`src/rtl/apu_pkg.sv`:
```
// Shared constants for the APU DAC output path.
package apu_pkg;

  localparam int unsigned FRAME_LEN          = 256;
  localparam int unsigned PCM_BITS           = 16;
  localparam int unsigned VOL_BITS           = 3;
  localparam int unsigned SAT_MAX_DEFAULT    = 63;
  localparam int unsigned PCM_OFFSET_DEFAULT = 16128;

endpackage

```
`src/rtl/apu_pcm_scale.sv`:
```
// Converts one unsigned mixer sum plus NR50 volume field into signed PCM.
module apu_pcm_scale
  import apu_pkg::*;
#(
  parameter int unsigned SAT_MAX    = SAT_MAX_DEFAULT,
  parameter int unsigned PCM_OFFSET = PCM_OFFSET_DEFAULT
) (
  input  logic                enable,
  input  logic [7:0]          sum,
  input  logic [VOL_BITS-1:0] volume,
  output logic [PCM_BITS-1:0] pcm
);

  localparam logic [7:0]          SatMax = 8'(SAT_MAX);
  localparam logic [PCM_BITS-1:0] Offset = PCM_BITS'(PCM_OFFSET);

  logic [5:0]        sat;
  logic [VOL_BITS:0] vol_inc;
  logic [8:0]        scaled;

  // Saturate, scale by (vol+1), shift into the upper bits and remove the DC offset.
  always_comb begin
    sat     = (sum > SatMax) ? SatMax[5:0] : sum[5:0];
    vol_inc = {1'b0, volume} + 1'b1;
    // 63 * 8 = 504 fits in 9 bits, so the product cannot wrap.
    scaled  = {3'b000, sat} * {{(9 - VOL_BITS - 1){1'b0}}, vol_inc};
    pcm     = enable ? ({1'b0, scaled, 6'b000000} - Offset) : '0;
  end

endmodule

```
`src/rtl/apu_dac_serializer.sv`:
```
// Left-justified stereo serializer for the WM8731: 256-clock frame, BCLK = clk/4,
// 16 data bits plus 16 pad bits per channel.
module apu_dac_serializer
  import apu_pkg::*;
#(
  parameter int unsigned SAT_MAX    = SAT_MAX_DEFAULT,
  parameter int unsigned PCM_OFFSET = PCM_OFFSET_DEFAULT
) (
  input  logic                clock12500khz,
  input  logic                reset,
  input  logic                enable,
  input  logic [7:0]          left,
  input  logic [7:0]          right,
  input  logic [VOL_BITS-1:0] volume_left,
  input  logic [VOL_BITS-1:0] volume_right,
  output logic                sample_strobe,
  output logic                AUD_BCLK,
  output logic                AUD_DACLRCK,
  output logic                AUD_DACDAT
);

  localparam logic [7:0] LastCnt = 8'(FRAME_LEN - 1);

  logic [7:0]          cnt;
  logic [7:0]          cnt_next;
  logic                latch;
  logic [PCM_BITS-1:0] pcm_l;
  logic [PCM_BITS-1:0] pcm_r;
  logic [PCM_BITS-1:0] hold_l;
  logic [PCM_BITS-1:0] hold_r;
  logic [PCM_BITS-1:0] hold_l_next;
  logic [PCM_BITS-1:0] hold_r_next;
  logic [PCM_BITS-1:0] word;
  logic                dat_next;
  logic                strobe_next;

  apu_pcm_scale #(
    .SAT_MAX    (SAT_MAX),
    .PCM_OFFSET (PCM_OFFSET)
  ) u_scale_left (
    .enable (enable),
    .sum    (left),
    .volume (volume_left),
    .pcm    (pcm_l)
  );

  apu_pcm_scale #(
    .SAT_MAX    (SAT_MAX),
    .PCM_OFFSET (PCM_OFFSET)
  ) u_scale_right (
    .enable (enable),
    .sum    (right),
    .volume (volume_right),
    .pcm    (pcm_r)
  );

  // Next counter/hold state and the pin values that belong to the next count.
  always_comb begin
    cnt_next    = cnt + 8'd1;
    latch       = (cnt == LastCnt);
    hold_l_next = latch ? pcm_l : hold_l;
    hold_r_next = latch ? pcm_r : hold_r;
    strobe_next = (cnt_next == LastCnt);
    // Use the about-to-be-held word so the MSB at cnt 0 is the freshly latched sample.
    word        = cnt_next[7] ? hold_r_next : hold_l_next;
    // Slots 16..31 of each half-frame are zero padding.
    dat_next    = cnt_next[6] ? 1'b0 : word[~cnt_next[5:2]];
  end

  // Frame counter, sample hold registers and registered pin outputs.
  always_ff @(posedge clock12500khz or posedge reset) begin
    if (reset) begin
      cnt           <= '0;
      hold_l        <= '0;
      hold_r        <= '0;
      sample_strobe <= 1'b0;
      AUD_BCLK      <= 1'b0;
      AUD_DACLRCK   <= 1'b1;
      AUD_DACDAT    <= 1'b0;
    end else begin
      cnt           <= cnt_next;
      hold_l        <= hold_l_next;
      hold_r        <= hold_r_next;
      sample_strobe <= strobe_next;
      AUD_BCLK      <= cnt_next[1];
      AUD_DACLRCK   <= ~cnt_next[7];
      AUD_DACDAT    <= dat_next;
    end
  end

endmodule

```
`config.mk`:
```
export PLATFORM = sky130hd
export DESIGN_NAME = apu_dac_serializer
export DESIGN_NICKNAME = d
export VERILOG_FILES = /design/src/rtl/apu_pkg.sv /design/src/rtl/apu_pcm_scale.sv /design/src/rtl/apu_dac_serializer.sv
export SDC_FILE = /design/constraint.sdc
export NUM_CORES = 1
export LEC_CHECK = 0
export CAP_MARGIN = 20
export CORE_MARGIN = 2
export CORE_UTILIZATION = 42
export DETAILED_ROUTE_END_ITERATION = 10
export PLACE_DENSITY_LB_ADDON = 0.2
export SLEW_MARGIN = 0
export SYNTH_ARGS = -nofsm -noshare
export SYNTH_HDL_FRONTEND = slang
export SYNTH_SLANG_ARGS = --single-unit
```
`constraint.sdc`:
```
create_clock -name clock12500khz -period 3 [get_ports clock12500khz]
set_input_delay 0.9 -clock clock12500khz [delete_from_list [all_inputs] [get_ports clock12500khz]]
set_output_delay 0.9 -clock clock12500khz [all_outputs]
set_load 0.1 [all_outputs]
```
### Yosys cells after proc, flatten, opt, wreduce, memory -nomap -nowiden

Cells that the tools add are included.

| operators by class | value |
|---|---|
| add/sub/neg operators | 5 |
| multipliers | 2 |
| order comparisons | 3 |
| eq/ne operators | 2 |
| mux-type cells | 10 |
| bitwise operators | 2 |

Operators by type and width:

| cell | number |
|---|---|
| 2-to-1 mux 16 bit | 5 |
| subtractor 15 x 14 -> 16 bit, second input constant | 2 |
| multiplier 6 x 4 -> 9 bit | 2 |
| == test 8 bit, second input constant | 2 |
| > comparator 8 x 6 -> 1 bit, second input constant | 2 |
| 2-to-1 mux 6 bit | 2 |
| adder 3 x 1 -> 4 bit, second input constant | 2 |
| adder 8 x 1 -> 8 bit, second input constant | 1 |
| < comparator 4 x 5 -> 1 bit, second input constant | 1 |
| binary-select mux 1 bit (select 4 bit) | 1 |
| inverter 4 bit | 1 |
| 2-to-1 mux 1 bit | 2 |
| inverter 1 bit | 1 |

| word-level totals | value |
|---|---|
| bits in registers | 44 |

### Depth between registers and ports, before layout

| logic depth | value |
|---|---|
| depth after elaboration | 10 |
| mapped depth | 16 |
| depth with buffers taken out | 15 |

### By module

A second synthesis with hierarchy kept.

| second synthesis, totals | value |
|---|---|
| cells, all modules | 390 |
| area, all modules | 3965.1 um^2 |

By module, submodules not included:

| module | instances | cells each | area each (um^2) |
|---|---|---|---|
| apu_dac_serializer | 1 | 144 | 2063.2 |
| apu_pcm_scale | 2 | 123 | 950.9 |

### Worst setup path after synthesis

Ideal clock, no wire load.

| timing path | value |
|---|---|
| kind | input port to flip-flop |
| from | in volume_left[0] |
| to | reg AUD_DACDAT |
| library setup time | 0.131 ns |
| arrival time | 4.524 ns |
| data required time | 2.869 ns |
| slack | -1.655 ns |
| cell stages on the path | 13 |
| buffers on the path | 0 |
| cells stage by stage | ha_1 > xnor2_1 > or2_2 > fa_1 > fa_1 > inv_1 > fa_1 > a211oi_1 > o211a_1 > nand3_1 > a311o_1 > a311oi_1 > a31oi_1 |

| between the ends | value |
|---|---|
| cells in the longest elaborated chain, start to end | 9 |

RTL lines:

| item | line | RTL |
|---|---|---|
| start, declared | apu_dac_serializer.sv:14 | `input logic [VOL_BITS-1:0] volume_left,` |
| adder 3 x 1 -> 4 bit | apu_pcm_scale.sv:24 | `vol_inc = {1'b0, volume} + 1'b1;` |
| multiplier 6 x 4 -> 9 bit | apu_pcm_scale.sv:26 | `scaled = {3'b000, sat} * {{(9 - VOL_BITS - 1){1'b0}}, vol_inc};` |
| subtractor 15 x 14 -> 16 bit | apu_pcm_scale.sv:27 | `pcm = enable ? ({1'b0, scaled, 6'b000000} - Offset) : '0;` |
| 2-to-1 mux 16 bit | apu_pcm_scale.sv:27 |  |
| 2-to-1 mux 16 bit | apu_dac_serializer.sv:61 | `hold_l_next = latch ? pcm_l : hold_l;` |
| 2-to-1 mux 16 bit | apu_dac_serializer.sv:65 | `word = cnt_next[7] ? hold_r_next : hold_l_next;` |
| binary-select mux 1 bit (select 4 bit) | apu_dac_serializer.sv:67 | `dat_next = cnt_next[6] ? 1'b0 : word[~cnt_next[5:2]];` |
| 2-to-1 mux 1 bit (not written as such) | apu_dac_serializer.sv:67 |  |
| 2-to-1 mux 1 bit | apu_dac_serializer.sv:67 |  |
| net dat_next | apu_dac_serializer.sv:34 | `logic dat_next;` |
| end signal, assigned | apu_dac_serializer.sv:87 | `AUD_DACDAT <= dat_next;` |
| end, declared | apu_dac_serializer.sv:19 | `output logic AUD_DACDAT` |

The timed path passes the listed nets, and every way through them passes these cells. The select of a mux whose other input is x is not followed.

### Worst setup path after layout

Same ends and word-level chain as after synthesis.

==> run_results.csv <==
group,metric,value,unit
sta,hold_viol,0,
worst_setup_path,critPathKind,"input pin to register",
sta,timing.final.ws_setup,-1.25,ns
flow_run,drv_cap,0,
synth,yosysSeqAreaShare,29.3,%
clocking,numCtsBuffers,5,
die,initial_core_util,42.7,%
layout,nets,575,
worst_setup_path,worst_setup_path_start_kind,"input pin",
worst_setup_path,cp.required,3.17,ns
layout,fill_cells,745,
sta,max-slew-margin-rel,63.1,%
placement,gp_congestion,0.858,
sta,finalClockSkew,0.00733,ns
layout,syn2layout_area_growth,46.8,%
synth,synthSimpleGateAreaFrac,22.8,%
die,die_y,97.5,um
synth,synth_edf_count,0,
clocking,root_buffer,"clkbuf_8",
outcome,violations,"negative setup slack",
layout,mostFrequentLayoutCells,"73 x buf_4, 42 x dfrtp_1, 33 x nor2_1",
clocking,clockBufferDepth,2,
layout,final_core_util,62.7,%
grt,antenna_found_initial,0,
sta,slew_viol_final,0,
clocking,ctsHtreeMaxLevel,2,
worst_setup_path,worst-path-max-fanout,2,
placement,io_buffers,28,
sta,period_share,142,%
die,rows,34,
clocking,cts.clk_slew.worst_paths,0.08,ns
synth,yosys_warnings,0,
drt,wl_per_cell,14.2,um
synth,synth_top_family_by_area,"simple AND/OR/NAND/NOR gates",
drt,dr.pass1.iters,4,
grt,grt_pass1_vias,3305,
synth,async_flop_share,100,%
synth,synthXorXnorAreaFrac,6.71,%
die,fp.dieW,97.5,um
synth,synth-main-ff-cell,"dfrtp_1",
grt,gr-usage-all-layers,18.6,%
worst_setup_path,cp-end-kind,"register",
power_and_ir_drop,p_per_area,603,nW/um2
die,die_area,9500,um2
synth,ys_types,66,
drt,viasPerCell,5.21,
grt,grt_max_degree,44,
synth,synth_compound_area_share,13.6,%
worst_setup_path,cp.arrival,4.41,ns
layout,final_common_cell,"buf_4",
layout,diodes,0,
clocking,clkSinkCount,43,
synth,syn_nets,465,
clocking,cts_tree,"built",
synth,synth_mux_area_share,4.19,%
clocking,clk_latency,0.29,ns
sta,max_freq,236,MHz
sta,setup_viol,15,
synth,yosys_register_bits,43,
layout,drive_gt1_share,43.4,%
sta,rsz0062_at_grt,"true",
drt,drc_errors,0,
grt,grt_pass1_wl,14800,um
drt,vias,3193,
die,ios,29,
synth,netlist_area,3670,um2
synth,synth.avg_cell_area,9.32,um2
grt,gr-total-overflow,0,
outcome,status,"finished, violations left",
die,core,8590,um2
sta,tightest_slew,0.547,ns
layout,stdcell_count,613,
placement,dp_hpwl,6410,um
drt,dr.first_iter.drc_count,120,
power_and_ir_drop,ir_drop,0.000278,V
drt,wl,8730,um
drt,ant_nets,0,
placement,post-place-cells,585,
synth,syn-instance-count,394,
sta,finalCriticalPeriod,4.25,ns
hold_path,hold_path_class,"register to register",
power_and_ir_drop,cellLeakagePower,0.00246,uW
synth,synth_fa_ha_area_share,19.0,%
[logic make-up (layout without fill, tap and decap cells)]
| group | count (synthesis) | count (layout) |
|---|---|---|
| AND/OR/NAND/NOR | 163 | 163 |
| adder cells (fa/ha/maj) | 46 | 46 |
| XOR/XNOR | 25 | 25 |
| multiplexers | 10 | 10 |
| buffers and inverters | 39 | 150 |
| AO/OA/AOI/OAI | 68 | 68 |
| flip-flops | 43 | 43 |
[registers in the layout, summed over array words and instances, names as in the netlist]
name           flops
hold_l            16
hold_r            16
sample_strobe      1
AUD_DACDAT         1
AUD_DACLRCK        1
cnt                8
[cell usage after synthesis (all sizes together), types with 2 or more instances]
cell	number	share of area, %
nor2b	11	1.9
a21oi	8	1.1
mux2i	3	0.82
a32o	2	0.55
and3	3	0.51
nor3	12	1.8
nand3b	2	0.41
a211o	2	0.48
xnor2	15	3.6
o211ai	2	0.41
xnor3	2	1.2
a22o	2	0.48
inv	30	3.1
or2	13	2.2
mux4	3	2.0
fa	16	8.7
nor4	3	0.51
o31ai	6	1.4
nand3	12	1.6
nand4	2	0.75
o21a	3	0.61
a211oi	4	0.82
a221oi	3	0.72
nand2b	2	0.34
o21ai	15	2.0
ha	30	10
dfrtp	42	29
nand2	36	4.1
o2111ai	4	0.95
o21bai	3	0.61
clkbuf	7	0.72
mux2	4	1.3
and2	15	2.6
nor2	46	4.7
o311ai	2	0.68
xor2	8	1.9
[path summary, 6_finish.rpt]
check	startpoint	end	slack [ns]	cells past startpoint
max in group asynchronous	reset	hold_r[15]$_DFF_PP0_	1.57	3
hold / removal	hold_l[6]$_DFF_PP0_	hold_l[6]$_DFF_PP0_	0.46	2
setup / recovery	volume_left[0]	AUD_DACDAT$_DFF_PP0_	-1.25	15
hold reg to reg	hold_l[6]$_DFF_PP0_	hold_l[6]$_DFF_PP0_	0.46	2
setup reg to reg	cnt[1]$_DFF_PP0_	AUD_DACDAT$_DFF_PP0_	0.33	9
min in group asynchronous	reset	hold_l[4]$_DFF_PP0_	1.05	3
[stage by stage]
| stage | area [um2] | setup WS [ns] | setup TNS, ns | power, uW | hold WS, ns |
|---|---|---|---|---|---|
| 2_1_floorplan | 3930 | -1.30 | -12.07 | 1750 | 0.430 |
| 3_3_place_gp | 4780 | -1.95 | -23.08 | 2250 | 0.442 |
| 3_5_place_dp | 4780 | -2.06 | -23.53 | 2280 | 0.453 |
| 4_1_cts | 5190 | -1.36 | -12.17 | 3030 | 0.470 |
| 5_1_grt | 5390 | -1.35 | -13.48 | 3460 | 0.504 |
| 6_report | 5390 | -1.25 | -11.83 | 3250 | 0.463 |
[worst max-delay path: stages]
cell and delay [ns]:
buf_8 0.10, ha_4 0.17, xnor2_4 0.12, or2_4 0.24
fa_1 0.49, fa_1 0.51, inv_2 0.06, fa_2 0.55
ha_4 0.20, and2_4 0.13, mux4_2 0.47, nand3_2 0.08
o2111ai_2 0.12, o2111ai_2 0.22, a31oi_1 0.06
[per-layer routing]
| metal | track usage (%) | vias up | wire (um) |
|---|---|---|---|
| li1 | - | 1588 | - |
| met5 | 0 | - | 0 |
| met1 | 22.8 | 1548 | 3860 |
| met3 | 2.16 | 8 | 189 |
| met4 | 4.81 | 0 | 104 |
| met2 | 34.5 | 49 | 4580 |
[report_power, final]
group	switching (uW)	internal [uW]
Sequential	12.8	599
Clock	192	186
Combinational	1020	1240
Total	1220	2030
[what timing repair did]
item,CTS,global route
gates resized for setup,110,38
hold buffers,0,0
buffers inserted,14,7
endpoints found under the setup margin,17,15
pin swaps,57,31
[area by class of cell]
type                            instances  area, um2  share of cell area, %
Timing Repair Buffer                  111        938                   17.4
Inverter                               31        130                   2.41
Clock buffer                            7       86.3                   1.60
Multi-Input combinational cell        312       3020                   56.0
Sequential cell                        43       1080                   20.0
Tap cell                              108        135                   2.51
Clock inverter                          1       5.00                 0.0929
(Power assumes the default switching activity.)
